--- config.mk ---
export PLATFORM = sky130hd
export DESIGN_NAME = pc_sequencer_flat
export DESIGN_NICKNAME = d
export VERILOG_FILES = /design/src/rtl/pc_sequencer_if.sv /design/src/rtl/pc_sequencer.sv /design/src/flat_wrapper.sv
export SDC_FILE = /design/constraint.sdc
export NUM_CORES = 1
export LEC_CHECK = 0
export CORE_MARGIN = 2
export CORE_UTILIZATION = 40
export CTS_CLUSTER_DIAMETER = 60
export CTS_CLUSTER_SIZE = 14
export DETAILED_ROUTE_END_ITERATION = 8
export HOLD_SLACK_MARGIN = 0.1
export SKIP_CTS_REPAIR_TIMING = 1
export SYNTH_ARGS = -nofsm -noshare
export SYNTH_HDL_FRONTEND = slang
export SYNTH_SLANG_ARGS = --single-unit
--- constraint.sdc ---
create_clock -name clk -period 7.25 [get_ports clk]
set_input_delay 1.8125 -clock clk [delete_from_list [all_inputs] [get_ports clk]]
set_output_delay 1.8125 -clock clk [all_outputs]
set_load 0.01 [all_outputs]
--- src/rtl/pc_sequencer_if.sv ---
// Bus bundle for the program-counter sequencer: control inputs, jump target
// and the observable PC / return-stack state. Signal suffixes are given from
// the sequencer's point of view.
interface pc_sequencer_if #(
  parameter int unsigned WIDTH = 32
);
  logic             pc_write_i;
  logic             redirect_i;
  logic             call_i;
  logic             return_i;
  logic             exception_i;
  logic [WIDTH-1:0] target_i;
  logic [WIDTH-1:0] pc_result_o;
  logic [WIDTH-1:0] pc_plus_o;
  logic [WIDTH-1:0] ret_addr_o;
  logic             ras_valid_o;
  logic             ras_overflow_o;
  logic [WIDTH-1:0] epc_o;

  // Driver of the control inputs (pipeline front end or testbench)
  modport master (
    output pc_write_i, redirect_i, call_i, return_i, exception_i, target_i,
    input  pc_result_o, pc_plus_o, ret_addr_o, ras_valid_o, ras_overflow_o, epc_o
  );

  // The sequencer itself
  modport slave (
    input  pc_write_i, redirect_i, call_i, return_i, exception_i, target_i,
    output pc_result_o, pc_plus_o, ret_addr_o, ras_valid_o, ras_overflow_o, epc_o
  );
endinterface

--- src/rtl/pc_sequencer.sv ---
// Program-counter sequencer with a circular return-address stack.
// Next-PC priority: exception, call, redirect, return, sequential.
// The stack keeps the newest RAS_DEPTH return addresses; a push when full
// overwrites the oldest entry and sets a sticky overflow flag.
// RAS_DEPTH must be a power of two and at least 2 so the top pointer wraps
// naturally.
module pc_sequencer #(
  parameter int unsigned      WIDTH        = 32,
  parameter logic [WIDTH-1:0] RESET_VECTOR = {WIDTH{1'b0}},
  parameter logic [WIDTH-1:0] EXC_VECTOR   = WIDTH'(32'h8000_0180),
  parameter int unsigned      INC          = 4,
  parameter int unsigned      RAS_DEPTH    = 4
) (
  input  logic          clk,
  input  logic          rst_n,
  pc_sequencer_if.slave bus
);

  localparam int unsigned      PTR_W    = $clog2(RAS_DEPTH);
  localparam int unsigned      CNT_W    = $clog2(RAS_DEPTH + 1);
  localparam logic [WIDTH-1:0] INC_W    = WIDTH'(INC);
  localparam logic [CNT_W-1:0] FULL_CNT = CNT_W'(RAS_DEPTH);
  localparam logic [CNT_W-1:0] CNT_ONE  = CNT_W'(1);
  localparam logic [PTR_W-1:0] PTR_ONE  = PTR_W'(1);

  // Architectural state
  logic [WIDTH-1:0] pc_q,    pc_d;
  logic [WIDTH-1:0] epc_q,   epc_d;
  logic [PTR_W-1:0] top_q,   top_d;    // index of the newest stack entry
  logic [CNT_W-1:0] count_q, count_d;  // live entries, saturates at RAS_DEPTH
  logic             ovf_q,   ovf_d;
  logic [WIDTH-1:0] ras_q [RAS_DEPTH];

  // Derived combinational values
  logic [WIDTH-1:0] pc_plus_s;
  logic [WIDTH-1:0] ret_addr_s;
  logic             ras_valid_s;
  logic [PTR_W-1:0] push_idx_s;
  logic             push_s;

  // Slot after the newest entry; when the stack is full this is the oldest
  // entry, so a push there discards exactly the oldest return address.
  assign push_idx_s = top_q + PTR_ONE;

  // Sequential address and top-of-stack view, free of added latency
  always_comb begin
    pc_plus_s   = pc_q + INC_W;
    ras_valid_s = (count_q != {CNT_W{1'b0}});
    if (ras_valid_s) begin
      ret_addr_s = ras_q[top_q];
    end else begin
      ret_addr_s = {WIDTH{1'b0}};
    end
  end

  // Next-PC selection and stack pointer/count/flag updates
  always_comb begin
    pc_d    = pc_q;
    epc_d   = epc_q;
    top_d   = top_q;
    count_d = count_q;
    ovf_d   = ovf_q;
    push_s  = 1'b0;
    if (bus.exception_i) begin
      // Trap wins over everything, even a stall; the stack is left alone
      pc_d  = EXC_VECTOR;
      epc_d = pc_q;
    end else if (bus.pc_write_i) begin
      if (bus.call_i) begin
        pc_d   = bus.target_i;
        push_s = 1'b1;
        top_d  = push_idx_s;
        if (count_q == FULL_CNT) begin
          ovf_d = 1'b1;
        end else begin
          count_d = count_q + CNT_ONE;
        end
      end else if (bus.redirect_i) begin
        pc_d = bus.target_i;
      end else if (bus.return_i && ras_valid_s) begin
        pc_d    = ret_addr_s;
        top_d   = top_q - PTR_ONE;
        count_d = count_q - CNT_ONE;
      end else begin
        // Plain sequential flow, also taken by a return on an empty stack
        pc_d = pc_plus_s;
      end
    end else begin
      // Stall: everything holds
      pc_d = pc_q;
    end
  end

  // PC, EPC and stack bookkeeping registers
  always_ff @(posedge clk or negedge rst_n) begin
    if (!rst_n) begin
      pc_q    <= RESET_VECTOR;
      epc_q   <= {WIDTH{1'b0}};
      top_q   <= {PTR_W{1'b0}};
      count_q <= {CNT_W{1'b0}};
      ovf_q   <= 1'b0;
    end else begin
      pc_q    <= pc_d;
      epc_q   <= epc_d;
      top_q   <= top_d;
      count_q <= count_d;
      ovf_q   <= ovf_d;
    end
  end

  // Return-address storage; cleared on reset so no stale value can ever leak
  always_ff @(posedge clk or negedge rst_n) begin
    if (!rst_n) begin
      for (int i = 0; i < RAS_DEPTH; i++) begin
        ras_q[i] <= {WIDTH{1'b0}};
      end
    end else if (push_s) begin
      ras_q[push_idx_s] <= pc_plus_s;
    end
  end

  assign bus.pc_result_o    = pc_q;
  assign bus.pc_plus_o      = pc_plus_s;
  assign bus.ret_addr_o     = ret_addr_s;
  assign bus.ras_valid_o    = ras_valid_s;
  assign bus.ras_overflow_o = ovf_q;
  assign bus.epc_o          = epc_q;

endmodule

--- src/flat_wrapper.sv ---
// flat-port wrapper written by rule: the top's interface ports become plain ports
module pc_sequencer_flat 
#(
  parameter int unsigned      WIDTH        = 32,
  parameter logic [WIDTH-1:0] RESET_VECTOR = {WIDTH{1'b0}},
  parameter logic [WIDTH-1:0] EXC_VECTOR   = WIDTH'(32'h8000_0180),
  parameter int unsigned      INC          = 4,
  parameter int unsigned      RAS_DEPTH    = 4
)
  (clk, rst_n, bus_pc_write_i, bus_redirect_i, bus_call_i, bus_return_i, bus_exception_i, bus_target_i, bus_pc_result_o, bus_pc_plus_o, bus_ret_addr_o, bus_ras_valid_o, bus_ras_overflow_o, bus_epc_o);
  pc_sequencer_if #(.WIDTH(WIDTH)) bus_i ();
  input  logic clk;
  input  logic rst_n;
  input wire logic [$bits(bus_i.pc_write_i)-1:0] bus_pc_write_i;
  input wire logic [$bits(bus_i.redirect_i)-1:0] bus_redirect_i;
  input wire logic [$bits(bus_i.call_i)-1:0] bus_call_i;
  input wire logic [$bits(bus_i.return_i)-1:0] bus_return_i;
  input wire logic [$bits(bus_i.exception_i)-1:0] bus_exception_i;
  input wire logic [$bits(bus_i.target_i)-1:0] bus_target_i;
  output wire logic [$bits(bus_i.pc_result_o)-1:0] bus_pc_result_o;
  output wire logic [$bits(bus_i.pc_plus_o)-1:0] bus_pc_plus_o;
  output wire logic [$bits(bus_i.ret_addr_o)-1:0] bus_ret_addr_o;
  output wire logic [$bits(bus_i.ras_valid_o)-1:0] bus_ras_valid_o;
  output wire logic [$bits(bus_i.ras_overflow_o)-1:0] bus_ras_overflow_o;
  output wire logic [$bits(bus_i.epc_o)-1:0] bus_epc_o;
  assign bus_i.pc_write_i = bus_pc_write_i;
  assign bus_i.redirect_i = bus_redirect_i;
  assign bus_i.call_i = bus_call_i;
  assign bus_i.return_i = bus_return_i;
  assign bus_i.exception_i = bus_exception_i;
  assign bus_i.target_i = bus_target_i;
  assign bus_pc_result_o = bus_i.pc_result_o;
  assign bus_pc_plus_o = bus_i.pc_plus_o;
  assign bus_ret_addr_o = bus_i.ret_addr_o;
  assign bus_ras_valid_o = bus_i.ras_valid_o;
  assign bus_ras_overflow_o = bus_i.ras_overflow_o;
  assign bus_epc_o = bus_i.epc_o;
  pc_sequencer #(.WIDTH(WIDTH), .RESET_VECTOR(RESET_VECTOR), .EXC_VECTOR(EXC_VECTOR), .INC(INC), .RAS_DEPTH(RAS_DEPTH)) u_core (.clk(clk), .rst_n(rst_n), .bus(bus_i));
endmodule
# Word level (Yosys, flattened, before mapping)

Index checks and enable logic that the tools add are counted.

Register bits: 198
Input port bits: 39
Output and inout port bits: 130
Logic and storage cells: 53

Add/sub/neg operators: 5
Magnitude comparators: 3
Equality and inequality tests: 3
Muxes and demuxes: 22
Bitwise operators: 3
Reductions and logical operators: 8

Operators by type and width:

| operator                | number |
|---|---|
| $mux W32                | 9 |
| $bwmux W128             | 1 |
| $bmux W32 S2            | 1 |
| $demux W32 S2           | 1 |
| $add A32 B3 Y32 const B | 1 |
| $mux W3                 | 4 |
| $reduce_and A4 Y1       | 2 |
| $ge A3 B3 Y1 const B    | 2 |
| $mux W2                 | 3 |
| $not A2 Y3              | 2 |
| $reduce_and A5 Y1       | 1 |
| $reduce_bool A2 Y1      | 2 |
| $add A3 B1 Y3 const B   | 1 |
| $eq A3 B3 Y1 const B    | 1 |
| $lt A3 B1 Y1 const B    | 1 |
| $mux W1                 | 3 |
| $reduce_bool A3 Y1      | 1 |
| $sub A3 B1 Y3 const B   | 1 |
| $add A2 B1 Y2 const B   | 1 |
| $logic_and A1 B1 Y1     | 2 |
| $ne A2 B1 Y1 const B    | 1 |
| $ne A2 B2 Y1 const B    | 1 |
| $sub A2 B1 Y2 const B   | 1 |
| $not A1 Y1              | 1 |

# Longest topological paths before layout

Depth after elaboration: 10
Gate-level depth with buffers: 9
Gate-level depth less buffers: 7

# Least setup slack after synthesis

OpenSTA, ideal clock, no wires.

Kind: flip-flop to output port
Start point: register u_core.pc_q[7] (netlist: u_core.bus.pc_result_o[7])
End point: output bus_pc_plus_o[19]
Arrival time: 1.996 ns
Data required time: 5.438 ns
Slack: 3.442 ns
Stages on the path, launching flop included: 8
Buffers on the path: 2
Cell sequence: dfrtp_1 > buf_2 > nand4_2 > or3_1 > buf_2 > or3_4 > xor2_1 > inv_1

Cells in the longest elaborated chain, start to end: 1

RTL lines:

| what                   | line                | RTL |
|---|---|---|
| start, declared        | pc_sequencer.sv:27  | `logic [WIDTH-1:0] pc_q, pc_d;` |
| start signal, assigned | pc_sequencer.sv:103 | `pc_q <= pc_d;` |
| $add A32 B3 Y32        | pc_sequencer.sv:47  | `pc_plus_s = pc_q + INC_W;` |
| end, declared          | flat_wrapper.sv:21  | `output wire logic [$bits(bus_i.pc_plus_o)-1:0] bus_pc_plus_o;` |

No other way between the ends.

# Worst setup path in the final report

Start point: register u_core.pc_q[2] (netlist: u_core.bus.pc_result_o[2])
End point: output bus_pc_plus_o[26]

The elaborated chain is that of the path after synthesis.

==> results by group <==
Timing
  – Hold Fails Final Rpt: 0
  – Clock skew after layout: 18.7 ps
  – Peak Freq: 0.194 GHz
  – Tcrit/Tclk final: 71.2%
  – Slew HR: 29.4%
  – # setup viols final: 0
  – Actual slew at the worst max-slew pin: 1050 ps
  – Hold WS: 481 ps
  – Fin. max-slew vios: 0
  – TNS Setup: 0 ps
  – Tmin final: 5160 ps
  – RSZ-0062 raised after global routing: no

Route
  – WL per Instance: 19.6 um
  – Residual DRC count: 0
  – Final Routed Wirelength: 27,100 um
  – 1st-iter DRT viols: 622
  – Via count: 7,399
  – Routed vias/inst: 5.35
  – Routed Antenna Nets: 0
  – First-pass DRT Iterations: 5

Synthesis
  – Largest family of logic cells by synthesized area: simple AND/OR/NAND/NOR gates
  – Synthesized area: 9620 um2
  – Syn Area/Cell: 10.4 um2
  – Adder-Cell Fraction of Synth Area: 0.858%
  – Post-synth top cells: dfrtp_1 (198), nand2_1 (140), o21ai_0 (127)
  – Synth warnings: 0
  – Simple-gate share of the synthesized area: 14.2%
  – Most common cell in the synthesized netlist: dfrtp_1
  – Post-synth EDFFs: 0
  – Post-synth top area share: 51.5%
  – Yosys top cell by area: dfrtp_1
  – Mux cell area share after synthesis: 12.9%
  – Ys async rst share: 100%
  – Synth Instances: 924
  – Ys flop type: dfrtp_1
  – Count of cell types in the netlist: 55
  – XOR/XNOR share of the synthesized area: 2.37%
  – Sequential fraction of the synthesis area: 51.5%
  – #FFs+latches synth: 198
  – Largest cells by area after synthesis: dfrtp_1 (52%), mux4_2 (7.5%), o21ai_0 (6.6%)
  – Complex-gate fraction of the synthesized area: 13.8%
  – Syn nets: 969

Hold path
  – Worst Hold Depth: 2
  – Hold Crit Class: reg2reg
  – WHS Endpoint: u_core.ras_q[40]
  – Hold_sp: u_core.ras_q[40]

Setup path
  – Reg-to-Reg End: u_core.ras_q[122]
  – Endpoint class of the critical path: output pin
  – CP most frequent cell: nand4_1
  – Crit path largest cell delay: 600 ps
  – CP Launch Point: u_core.bus.pc_result_o[2]
  – Reg2Reg Setup Slack: 4570 ps
  – WP depth: 7
  – Top delay family on crit path: simple AND/OR/NAND/NOR gates
  – CP Data Arrival Time: 3350 ps
  – CP max stage cell: dfrtp_1
  – FF-to-FF Start: u_core.bus.pc_result_o[2]
  – Crit-path cells: ha_1, nand4_1, nor2_1, nand4_1, xor2_1, inv_1, clkdlybuf4s50_1
  – Setup crit start kind: flip-flop
  – WS Path Type: reg2out
  – Critical path fanouts, max: 12
  – Req. time, crit path: 5440 ps
  – CP bufs+invs: 2
  – R2r worst-path depth: 6

Global route
  – Grt total ovfl: 0
  – Initial antenna violation count: 0
  – Number of global-route vias before repair: 7,085
  – First-pass GRT wire length: 42,700 um
  – GRT Util Overall: 21.7%
  – Largest net degree at the start of global routing: 82

Run
  – Max cap viols: 0

Floorplan
  – Die Ht: 159 um
  – # IOs: 169
  – Die Width: 159 um
  – Initial Util: 40.9%
  – Core Box Area: 23,500 um2
  – Die area: 25,300 um2
  – Row cnt: 56

Pwr
  – Net Sw Frac: 34.6%
  – Comb power frac: 36.3%
  – Net Sw Power: 1.41 mW
  – Clock power share: 23.2%
  – Internal Power: 2.66 mW
  – PD cells: 338 nW/um2
  – Seq pwr share: 40.6%
  – Leakage: 5.23 nW
  – Worst vdd ir: 162 uV

Finish
  – Antenna cells: 0
  – Final net count: 1,095
  – Final Util: 51.3%
  – Final std cells w/o fill: 1,382
  – Share of layout cells above drive strength 1: 12.7%
  – Fill cells: 2,205
  – Layout area overhead: 25.5%

Clock tree
  – Cts bufs inserted: 17
  – CTS tree: yes
  – Clk root buf: clkbuf_16
  – Clock buffer depth: 2
  – CTS sink cnt: 198
  – H-tree depth: 4
  – Clock-pin slew on the worst setup and hold paths: 80 ps
  – Clk Latency, worst-skew pair: 450 ps

Placement
  – DP HPWL: 19,100 um
  – RePlAce Congestion: 0.814
  – Placed Cells incl. Taps: 1,350
  – IO buf count: 168

Run status
  – Status: finished, final reports clean
## routing by layer
metal	vias to the layer above	GRT usage [%]	part of all wire, %
met5	-	0	0
met4	0	5.41	1.3
met3	23	3.59	5.1
met2	234	32.3	45
met1	3631	33.2	49
li1	3511	-	-
## per-stage QoR
step | setup WS [ps] | instance area [um2] | total power, mW
2_1_floorplan | 3440 | 9620 | 2.50
3_3_place_gp | 2230 | 11500 | 3.13
3_5_place_dp | 2170 | 11500 | 3.16
4_1_cts | 2120 | 12100 | 4.11
5_1_grt | 1880 | 12100 | 4.32
6_report | 2090 | 12100 | 4.08
## cells by family after synthesis
logic type	count (synthesis)
simple gates	284
buf+inv	106
flops	198
fa+ha+maj	6
xor+xnor	26
compound gates	226
mux	78
## worst min-delay path: cells and delay by family, from the launching register on
family,cells,cell delay (ps)
DFF,1,340
AOI/OAI and AO/OA,1,60
and+or+nand+nor,1,50
## worst max path at each step
stage | slack [ps] | to
floorplan | 3440 | bus_pc_plus_o[19]
global placement | 2230 | u_core.ras_q[3]
detailed placement | 2170 | u_core.ras_q[32]
CTS | 2120 | bus_pc_plus_o[26]
global route | 1880 | bus_pc_plus_o[26]
finish | 2090 | bus_pc_plus_o[26]
## power groups by stage
stage	registers (mW)	logic [mW]	clock network (mW)
after CTS	1.65	1.49	0.962
after floorplan	1.62	0.881	0
final	1.65	1.48	0.945
after global placement	1.66	1.47	0
after detailed placement	1.67	1.49	0
after global routing	1.70	1.62	1.01
## cell usage in the layout (no fill, tap or decap), types with 4 or more instances in the layout
cell type / n
clkdlybuf4s50_1: 166
a221oi_1: 5
a31oi_1: 8
or3_1: 4
nand4_1: 10
buf_4: 7
clkbuf_16: 17
nor3_1: 4
a22oi_1: 5
a211oi_1: 10
a21o_1: 4
mux2_2: 45
nand2_1: 136
a211o_1: 4
inv_1: 37
a21oi_1: 21
o21ai_1: 8
nand3_1: 10
xor2_1: 14
and4_1: 11
clkinv_8: 4
nor2_1: 46
nand2_2: 4
a311oi_1: 5
and2_1: 38
o22ai_1: 7
mux4_2: 32
xnor2_1: 12
inv_6: 5
dfrtp_1: 197
ha_1: 5
o21ai_0: 127
and3_1: 7
## flip-flops by register name, indices dropped and copies added (netlist names)
signal                     count
u_core.top_q                   2
u_core.bus.epc_o              32
u_core.bus.pc_result_o        32
u_core.count_q                 3
u_core.ras_q                 128
u_core.bus.ras_overflow_o      1
## cell type report
type	instances	area [um2]	share of cell area, %
Clock buffer	18	429	3.56
Clock inverter	14	155	1.29
Inverter	38	143	1.18
Multi-Input combinational cell	620	4260	35.3
Sequential cell	198	4960	41.1
Tap cell	319	399	3.31
Timing Repair Buffer	175	1730	14.4
Note: power is estimated with default switching activity, not from simulation.
